===== config.mk =====
export PLATFORM = sky130hd
export DESIGN_NAME = gcd_arbiter
export DESIGN_NICKNAME = d
export VERILOG_FILES = /design/src/rtl/gcd_arbiter.sv
export SDC_FILE = /design/constraint.sdc
export NUM_CORES = 1
export LEC_CHECK = 0
export BUFFER_PORTS_ARGS = -buffer_cell sky130_fd_sc_hd__buf_2
export CORE_MARGIN = 4
export CORE_UTILIZATION = 42
export CTS_BUF_LIST = sky130_fd_sc_hd__clkbuf_16
export DETAILED_ROUTE_END_ITERATION = 16
export PLACE_DENSITY = 0.86
export SETUP_SLACK_MARGIN = 0.2
export SYNTH_ARGS = -nofsm -noshare
export SYNTH_HDL_FRONTEND = slang
export SYNTH_SLANG_ARGS = --single-unit

===== constraint.sdc =====
create_clock -name clk -period 3 [get_ports clk]
set_clock_uncertainty 0.05 [all_clocks]
set_input_delay 0.3 -clock clk [delete_from_list [all_inputs] [get_ports clk]]
set_output_delay 0.3 -clock clk [all_outputs]
set_load 0.005 [all_outputs]

===== src/rtl/gcd_arbiter.sv =====
`default_nettype none
// ============================================================================
// Module   : gcd_arbiter
// Brief    : Round-robin sequencer sharing one GCD engine among N_REQ clients.
// Revision : 1.0
// ============================================================================
module gcd_arbiter #(
  parameter int WIDTH   = 16,
  parameter int N_REQ   = 4,
  parameter int ID_W    = $clog2(N_REQ),
  parameter int TIMEOUT = 1024
) (
  input  logic                   clk,
  input  logic                   reset,
  input  logic [N_REQ-1:0]       req_valid,
  input  logic [N_REQ*WIDTH-1:0] req_x,
  input  logic [N_REQ*WIDTH-1:0] req_y,
  output logic [N_REQ-1:0]       req_ready,
  output logic                   eng_start,
  output logic [WIDTH-1:0]       eng_x,
  output logic [WIDTH-1:0]       eng_y,
  input  logic                   eng_done,
  input  logic [WIDTH-1:0]       eng_result,
  output logic                   rsp_valid,
  output logic [ID_W-1:0]        rsp_id,
  output logic [WIDTH-1:0]       rsp_result,
  output logic                   rsp_err,
  output logic                   busy
);

  localparam int               CNT_W    = $clog2(TIMEOUT + 1);
  localparam logic [CNT_W-1:0] CNT_LAST = CNT_W'(TIMEOUT - 1);
  localparam logic [CNT_W-1:0] CNT_MAX  = CNT_W'(TIMEOUT);

  localparam logic [1:0] S_IDLE  = 2'd0;
  localparam logic [1:0] S_ISSUE = 2'd1;
  localparam logic [1:0] S_WAIT  = 2'd2;
  localparam logic [1:0] S_RESP  = 2'd3;

  logic [1:0]       state;
  logic [ID_W-1:0]  prio;
  logic [ID_W-1:0]  job_id;
  logic [CNT_W-1:0] wdog;
  logic             grant_vld;
  logic [ID_W-1:0]  grant_id;
  logic [ID_W-1:0]  cand;
  logic [WIDTH-1:0] grant_x;
  logic [WIDTH-1:0] grant_y;

  // Scan downward in offset so the last hit is the closest at/after prio.
  always_comb begin
    grant_vld = 1'b0;
    grant_id  = '0;
    cand      = '0;
    grant_x   = '0;
    grant_y   = '0;
    for (int i = N_REQ - 1; i >= 0; i--) begin
      cand = ID_W'((int'(prio) + i) % N_REQ);
      if (req_valid[cand]) begin
        grant_vld = 1'b1;
        grant_id  = cand;
      end
    end
    for (int i = 0; i < N_REQ; i++) begin
      if (grant_id == ID_W'(i)) begin
        grant_x = req_x[i*WIDTH +: WIDTH];
        grant_y = req_y[i*WIDTH +: WIDTH];
      end
    end
  end

  always_comb begin
    req_ready = '0;
    if (state == S_IDLE && grant_vld) begin
      req_ready[grant_id] = 1'b1;
    end
  end

  assign eng_start = (state == S_ISSUE);
  assign busy      = (state != S_IDLE);

  always_ff @(posedge clk) begin
    if (reset) begin
      state      <= S_IDLE;
      prio       <= '0;
      job_id     <= '0;
      wdog       <= '0;
      eng_x      <= '0;
      eng_y      <= '0;
      rsp_valid  <= 1'b0;
      rsp_id     <= '0;
      rsp_result <= '0;
      rsp_err    <= 1'b0;
    end else begin
      rsp_valid <= 1'b0;
      case (state)
        S_IDLE: begin
          if (grant_vld) begin
            job_id <= grant_id;
            eng_x  <= grant_x;
            eng_y  <= grant_y;
            // A zero operand makes the answer the other operand; skip the engine.
            if (grant_x == '0 || grant_y == '0) begin
              state      <= S_RESP;
              rsp_valid  <= 1'b1;
              rsp_id     <= grant_id;
              rsp_result <= grant_x | grant_y;
              rsp_err    <= 1'b0;
            end else begin
              state <= S_ISSUE;
            end
          end
        end
        S_ISSUE: begin
          wdog  <= '0;
          state <= S_WAIT;
        end
        S_WAIT: begin
          if (eng_done) begin
            state      <= S_RESP;
            rsp_valid  <= 1'b1;
            rsp_id     <= job_id;
            rsp_result <= eng_result;
            rsp_err    <= 1'b0;
          end else if (wdog == CNT_LAST) begin
            state      <= S_RESP;
            rsp_valid  <= 1'b1;
            rsp_id     <= job_id;
            rsp_result <= '0;
            rsp_err    <= 1'b1;
          end else if (wdog != CNT_MAX) begin
            wdog <= wdog + 1'b1;
          end
        end
        S_RESP: begin
          prio  <= (job_id == ID_W'(N_REQ - 1)) ? '0 : job_id + 1'b1;
          state <= S_IDLE;
        end
        default: state <= S_IDLE;
      endcase
    end
  end

endmodule
`default_nettype wire


# == Word-level counts from Yosys, hierarchy flattened ==
# Cells that the tools add are included.
# classes
addsub,5
multipliers,0
div_mod_pow,0
magnitude_cmp,6
eq_ne,15
shifts,0
mux,57
n_bitwise,1
reduce_logical,14
# op_table
operator,n
$mux 16,12
$mux 11,3
$logic_not 16->1,2
$pmux 16 s2,1
$mux 2,13
$pmux 11 s2,1
$mux 1,17
$or 16x16->16,1
$lt 2x3->1 const B,5
$add 11x1->11 const B,1
$eq 11x10->1 const B,1
$ne 11x11->1 const B,1
$eq 2x2->1 const B,5
$bmux 1 s2,4
$ne 2x2->1 const B,4
$pmux 2 s4,1
$reduce_and 4->1,2
$reduce_bool 2->1,3
$add 2x1->2 const B,2
$add 2x2->2 const B,2
$eq 2x1->1 const B,2
$logic_not 2->1,2
$mux 4,1
$pmux 1 s2,2
other kinds (8),10
# word_totals
ff_bits,69
latch_bits,0
ram_bits,0
rom_bits,0
inputBits,151
out_inout_bits,58
wordCells,108
n_memories,0

# == Depth between registers and ports, before layout ==
# Gate-level depths: netlist of run 1.
# logic_depth
depth_word,17
ltp_mapped,16
ltp_nobuf,11

# == Worst setup path before layout of run 1 ==
# Ideal clock, no wire load.
# synth_path
path_kind,register to register
from,reg prio[1]
to,reg rsp_result[12]
setup_ps,122
t_arrival_ps,3029
required_time_ps,2828
slack_ps,-201
path_stages_with_launch,14
path_buffers,3
synth_period_minus_slack_ps,3201
cell_sequence,dfxtp_1 > mux2i_1 > nor2_1 > a311oi_1 > buf_6 > buf_6 > mux2_1 > o21ai_0 > and4_1 > a31oi_4 > a211oi_2 > nor2_1 > buf_2 > a221o_1
# synth_via
elab_chain_len,16
word_cells_on_any_way,41
cone_classes,add/sub (3); eq/ne (5); mux (27); bitwise (1); reduce/logical (5)
# synth_lines
item,line_no,rtl
"start, declared",41,logic [ID_W-1:0] prio;
"start signal, assigned",136,prio <= (job_id == ID_W'(N_REQ - 1)) ? '0 : job_id + 1'b1;
$add 2x2->2,58,cand = ID_W'((int'(prio) + i) % N_REQ);
$bmux 1 s2,59,if (req_valid[cand]) begin
$mux 1 (implied by the code),59,
$mux 2 (4 in a row),59,
$logic_not 2->1,65,if (grant_id == ID_W'(i)) begin
$mux 16 (4 in a row),65,
$logic_not 16->1 or $or 16x16->16 (tied branches),"103, 107",
$logic_or 1x1->1 or $mux 16 (tied branches),103,if (grant_x == '0 || grant_y == '0) begin
$ne 2x1->1 (no source line) or $mux 16 (tied branches),--,
$reduce_and 4->1 (no source line) or $pmux 16 s2 (tied branches),--,
"end signal, assigned",107,rsp_result <= grant_x | grant_y;
"end signal, assigned",123,rsp_result <= eng_result;
"end, declared",26,"output logic [WIDTH-1:0] rsp_result,"
# Parallel ways exist; a longest one is shown, timed or not. The select of a mux whose other input is x is not followed.
# A chain may end at the register's enable or synchronous reset.

# == Final worst setup path of run 1 ==
# layout_path
from,reg prio[1]
to,reg rsp_result[11]
# Same word-level chain as after synthesis.

==> results of run 1 <==
-- cell families after synthesis --
kind of cell | Yosys count | synth area share
buf+inv | 43 | 0.0599
xor+xnor | 7 | 0.0151
flops | 69 | 0.341
fa+ha+maj | 8 | 0.0247
mux | 92 | 0.237
simple gates | 144 | 0.159
compound gates | 103 | 0.163
-- metal layers --
metal	share of wire	vias up	wire length, um
met2	0.48	276	8180
met3	0.085	75	1460
li1	-	2223	-
met4	0.055	0	937
met5	0	-	0
met1	0.38	2254	6530
-- cell usage after synthesis, drive strengths merged (6+ instances only) --
cell | count | area (um^2)
nand2 | 15 | 56.3
buf | 17 | 145
nand4 | 7 | 43.8
mux2i | 60 | 601
nand3 | 6 | 30.0
dfxtp | 69 | 1380
clkbuf | 15 | 56.3
ha | 8 | 100
mux2 | 32 | 360
a21oi | 60 | 312
o21ai | 13 | 65.1
xor2 | 6 | 52.6
a221o | 16 | 160
nor2 | 91 | 342
inv | 11 | 41.3
-- worst paths after layout --
path / start / to / slack (ns) / cells after the start
hold / removal: eng_result[15] / rsp_result[15]$_SDFFE_PP0P_ / 0.15 / 2
setup reg to reg: prio[1]$_SDFFE_PP0N_ / rsp_result[11]$_SDFFE_PP0P_ / -0.45 / 14
hold reg to reg: rsp_id[0]$_SDFFE_PP0P_ / rsp_id[0]$_SDFFE_PP0P_ / 0.42 / 1
setup / recovery: prio[1]$_SDFFE_PP0N_ / rsp_result[11]$_SDFFE_PP0P_ / -0.45 / 14
-- state kept, by name (all words and copies together) (netlist names) --
register	cells
state	2
rsp_valid	1
job_id	2
eng_y	16
eng_x	16
prio	2
wdog	11
rsp_result	16
rsp_err	1
rsp_id	2
-- stage by stage --
stage | setup slack, ns | std cells
floorplan | -0.159 | 466
global placement | -0.368 | 831
detailed placement | -0.487 | 831
CTS | -0.339 | 850
global route | -0.629 | 876
finish | -0.452 | 876
-- power by group through the flow --
stage / logic, uW / registers, uW / clock network (uW)
2_1_floorplan: 1100 / 1250 / 0
3_3_place_gp: 1850 / 1240 / 0
3_5_place_dp: 1900 / 1250 / 0
4_1_cts: 1970 / 1230 / 1050
5_1_grt: 2400 / 1250 / 1090
6_report: 2200 / 1240 / 1050
-- timing repair --
item / in CTS / in global routing
endpoints found under the setup margin: 21 / 21
buffers inserted: 2 / 24
gates cloned: 1 / 2
pin swaps: 2 / 11
gates resized for setup: 12 / 44
-- layout make-up --
class	count	share of cell area
clock inverters	7	0.0104
repair buffers	297	0.297
flip-flops and latches	69	0.216
clock buffers	9	0.0352
multi-input cells	354	0.409
well taps	129	0.0252
inverters	11	0.00646
==> results.toml, run 1 <==
[floorplan]
coreArea_um2 = 9330
io_pins = 209
fp.dieH_um = 106
initial_core_util = 0.434
dieArea_um2 = 11300
floorplan.rows = 35
die_x_um = 106

[timing]
setup_tns_ns = -8.13
rsz0062_at_grt = "true"
hold_viol = 0
fin_crit_ns = 3.45
slew_headroom = 0.362
fin_ws_ns = -0.452
min_period_over_period = 1.15
hold_ws_ns = 0.150
worst_pin_slew_ns = 0.957
setup_viol = 21
clock.fmax_ghz = 0.290
drv_slew = 0

[power]
power_frac_seq = 0.275
p_per_area_nw_per_um2 = 702
pwr-share-clk = 0.234
total_power_uw = 4490
swShare = 0.380
switching_power_uw = 1710
combPwrFrac = 0.490
p_int_uw = 2780
p_leak_uw = 0.00312
ir_drop_v = 0.000403

[cells_and_area]
final_common_cell = "buf_2"
antenna_cells = 0
fill_cells = 718
drive_gt1_frac = 0.495
layout_common_cells = "buf_2, nor2_1, buf_4"
fin_area_um2 = 6390
ff_latch_area_um2 = 1380
areaGrowthSynthToFinish_pct = 57.8
nets = 901
finish.utilization = 0.686
multi_input_area_um2 = 2620

[global_route]
overflow = 0
grt_use_met2 = 0.456
met3_usage = 0.0680
grt_pass1_wl_um = 23100
grt.busiest_layer = "met2"
antenna_found_initial = 0
use_met1 = 0.300
grt_util_all_layers = 0.261
grt_max_degree = 51
grt_pass1_vias = 4499

[clock_network]
cts_tree = "done"
cts.htree.levels = 3
cts_root_buf = "clkbuf_16"
hold_buffers = 0
clockBufferDepth = 2
cts.sinks = 69
clk_latency_ns = 0.33
clk_pin_slew_ns = 0.06
cts_buffers = 9

[worst_setup_path]
path_cells = "mux2i_1 -> nor2_2 -> a311oi_4 -> buf_6 -> buf_12 -> buf_8 -> mux2i_1 -> mux2_4 -> nand4_1 -> nor4_4 -> a31oi_4 -> a211oi_4 -> nor2_4 -> a221o_1"
crit_required_ns = 3.17
cp_slowest_cell = "a221o_1"
cp_common_cell = "mux2i_1"
cp-end-kind = "register"
worstSetupPathType = "register to register"
crit_family = "compound AO/OA/AOI/OAI gates"
worst-path-buf-inv = 3
max_stage_delay_ns = 0.41
start_kind = "register"
critPathArrivalTime_ns = 3.62
crit_fanout = 16

[synthesis]
ys_seq_area_frac = 0.341
synth_edf_count = 0
synth_seq_cells = 69
async_reset_ff_frac = 0
synth-main-ff-cell = "dfxtp_1"
synthDistinctLibCells = 44
avgSynthCellArea_um2 = 8.69
ys_warn_count = 0
synth.cell_area_um2 = 4050
synth_fp_nets = 625
synthCells = 466

[route]
vias = 4828
postRouteAntennaNets = 0
drt-initial-drc-count = 328
wire_per_inst_um = 19.5
first_pass_iters = 6
wl_um = 17100
viasPerCell = 5.51
drc = 0

[placement]
placed_area_um2 = 5590
numPortBuffers = 208
place_congestion = 0.918
hpwl_um = 12100

[job]
drv_cap = 0

[hold_path]
min_path_type = "input pin to register"

[outcome]
violations = "negative setup slack"
status = "finished, violations left"
No activity file was read; power rests on OpenSTA's default activity.
==> inputs of run 2 (changes only) <==
ABC_AREA = 1   (was unset)
CORE_UTILIZATION = 44   (was 42)
==> run 2 against run 1 <==
Effect of this change: the flow now finishes without violations; area after synthesis up 16%; cell count up 27%; power up 54%; cell area up 6.2%; sequential cell count unchanged; via count up 30%; sequential power up 15%; clock power down 11%; global-route usage down 0.48 points; count of clock-buffer cells in the layout unchanged; die area up 9.9%; largest cell class unchanged.
==> results.toml, run 2 <==
[cells_and_area]
final_cells = 1111
final_common_cell = "buf_2"
drive_gt1_frac = 0.335
nets = 1129
antenna_cells = 0
layout_common_cells = "buf_2, nand2_1, inv_1"
areaGrowthSynthToFinish_pct = 44.6
biggestRegsByFlops = "eng_x: 16 flops, eng_y: 16 flops, rsp_result: 16 flops"

[global_route]
grt_pass1_vias = 5293
grt_pass1_wl_um = 26200
antenna_found_initial = 0
overflow = 0
grt_util_all_layers = 0.257
grt_max_degree = 60

[worst_setup_path]
start_kind = "register"
worstSetupPathType = "register to register"
cp-end-kind = "register"
critPathArrivalTime_ns = 2.98
crit_fanout = 14
crit_required_ns = 3.16

[floorplan]
dieArea_um2 = 12400
floorplan.rows = 37
fp.dieH_um = 111
coreArea_um2 = 10400
die_x_um = 111
io_pins = 209
initial_core_util = 0.453

[timing]
clock.fmax_ghz = 0.355
min_period_over_period = 0.938
drv_slew = 0
hold_viol = 0
slew_headroom = 0.606
worst_pin_slew_ns = 0.585
setup_viol = 0
rsz0062_at_grt = "true"
fin_crit_ns = 2.81
setup_tns_ns = 0

[synthesis]
synthCells = 744
synth_edf_count = 0
async_reset_ff_frac = 0
yosysMostFrequentCell = "nand2_1"
synth_top_area_share = 0.294
ys_seq_area_frac = 0.294
synthDistinctLibCells = 31
synth_top_cells_by_count = "nand2_1, inv_1, nor2_1"
netlist_top_cells_area = "dfxtp_1, nand2_1, nand4_1, nand3_1, inv_1"
ys_warn_count = 0
avgSynthCellArea_um2 = 6.31
synth_fp_nets = 903
yosys.area.top_type = "dfxtp_1"
synth_seq_cells = 69
synth.cell_area_um2 = 4700
synth-main-ff-cell = "dfxtp_1"

[route]
vias = 6267
drt-initial-drc-count = 635
first_pass_iters = 5
drc = 0
postRouteAntennaNets = 0
viasPerCell = 5.64
wl_um = 18900
wire_per_inst_um = 17.0

[clock_network]
cts.sinks = 69
cts.htree.levels = 3
cts_tree = "done"
cts_root_buf = "clkbuf_16"
cts_buffers = 9
clk_pin_slew_ns = 0.06
clk_latency_ns = 0.33
clockBufferDepth = 2

[outcome]
status = "finished, final reports clean"

[hold_path]
min_path_type = "input pin to register"

[placement]
numPortBuffers = 208
place_inst = 1052
hpwl_um = 12800
place_congestion = 0.939

[power]
ir_drop_v = 0.000619
p_per_area_nw_per_um2 = 1020
p_leak_uw = 0.00358

[job]
drv_cap = 0
-- run 2: cell count changes in the layout (fill, tap and decap cells not counted), sizes merged, moves of 6 or more --
cell,before,now
buf,295,257
xor2,6,0
nand4,7,82
mux2,32,0
inv,11,93
nand2,15,157
nor3,2,13
o211ai,0,24
a221o,16,0
mux2i,60,0
nand3,6,72
-- run 2: metal layers --
metal | part of all wire | track usage
met2 | 0.47 | 0.431
met4 | 0.045 | 0.0868
met3 | 0.11 | 0.0652
met5 | 0 | 0
met1 | 0.37 | 0.321
-- run 2: cell type report --
cell class / count / area (um^2)
fillers: 943 / 3580
multi-input cells: 533 / 2880
repair buffers: 264 / 1710
flip-flops and latches: 69 / 1390
inverters: 92 / 370
clock buffers: 9 / 225
well taps: 136 / 170
clock inverters: 7 / 33.8
repair inverters: 1 / 11.3
-- run 2: kinds of logic after synthesis --
kind of cell | after synthesis | synth area share
buf+inv | 145 | 0.140
fa+ha+maj | 8 | 0.0213
simple gates | 416 | 0.415
compound gates | 106 | 0.129
flops | 69 | 0.294
-- run 2: power by group --
part	total, uW	internal [uW]	switching (uW)
registers	1420	1230	187
clock network	932	545	387
logic	4550	1820	2730
-- run 2: timing repair --
item	in CTS	in global routing
pin swaps	2	37
endpoints found under the setup margin	17	23
gates cloned	0	14
buffers inserted	0	29
hold buffers	0	0
gates resized for setup	4	57
-- run 2: per-stage QoR --
| step | cell area (um^2) | setup WS (ns) | total power [uW] | hold WS [ns] | util |
|---|---|---|---|---|---|
| floorplan | 4700 | 0.681 | 3960 | 0.397 | - |
| CTS | 6090 | 0.201 | 6090 | 0.262 | 0.587 |
| detailed placement | 5810 | 0.115 | 5130 | 0.416 | 0.560 |
| global placement | 5810 | 0.199 | 5070 | 0.417 | 0.560 |
| global route | 6790 | 0.0346 | 7440 | 0.284 | 0.655 |
| finish | 6790 | 0.187 | 6910 | 0.267 | 0.655 |
-- run 2: worst paths after layout --
kind | startpoint | slack [ns] | end | depth (start not counted)
hold / removal | eng_result[0] | 0.27 | rsp_result[0]$_SDFFE_PP0P_ | 5
setup / recovery | prio[0]$_SDFFE_PP0N_ | 0.19 | rsp_result[15]$_SDFFE_PP0P_ | 19
hold reg to reg | rsp_result[12]$_SDFFE_PP0P_ | 0.43 | rsp_result[12]$_SDFFE_PP0P_ | 2
setup reg to reg | prio[0]$_SDFFE_PP0N_ | 0.19 | rsp_result[15]$_SDFFE_PP0P_ | 19
-- run 2: worst max-delay path: stages, from the launching register on --
cell     delay [ns]
dfxtp_4        0.39
buf_6          0.14
nand2_1        0.08
and2_4         0.18
nand2_4        0.09
nand2_4        0.08
nand2_8        0.15
buf_12         0.13
nand2_8        0.07
o21ai_0        0.27
nand2_1        0.16
nand2_2        0.10
nor2_1         0.05
nand2_1        0.06
nor2_1         0.04
nand2_2        0.08
nand3_4        0.15
buf_12         0.20
a21oi_1        0.16
nor2_1         0.07
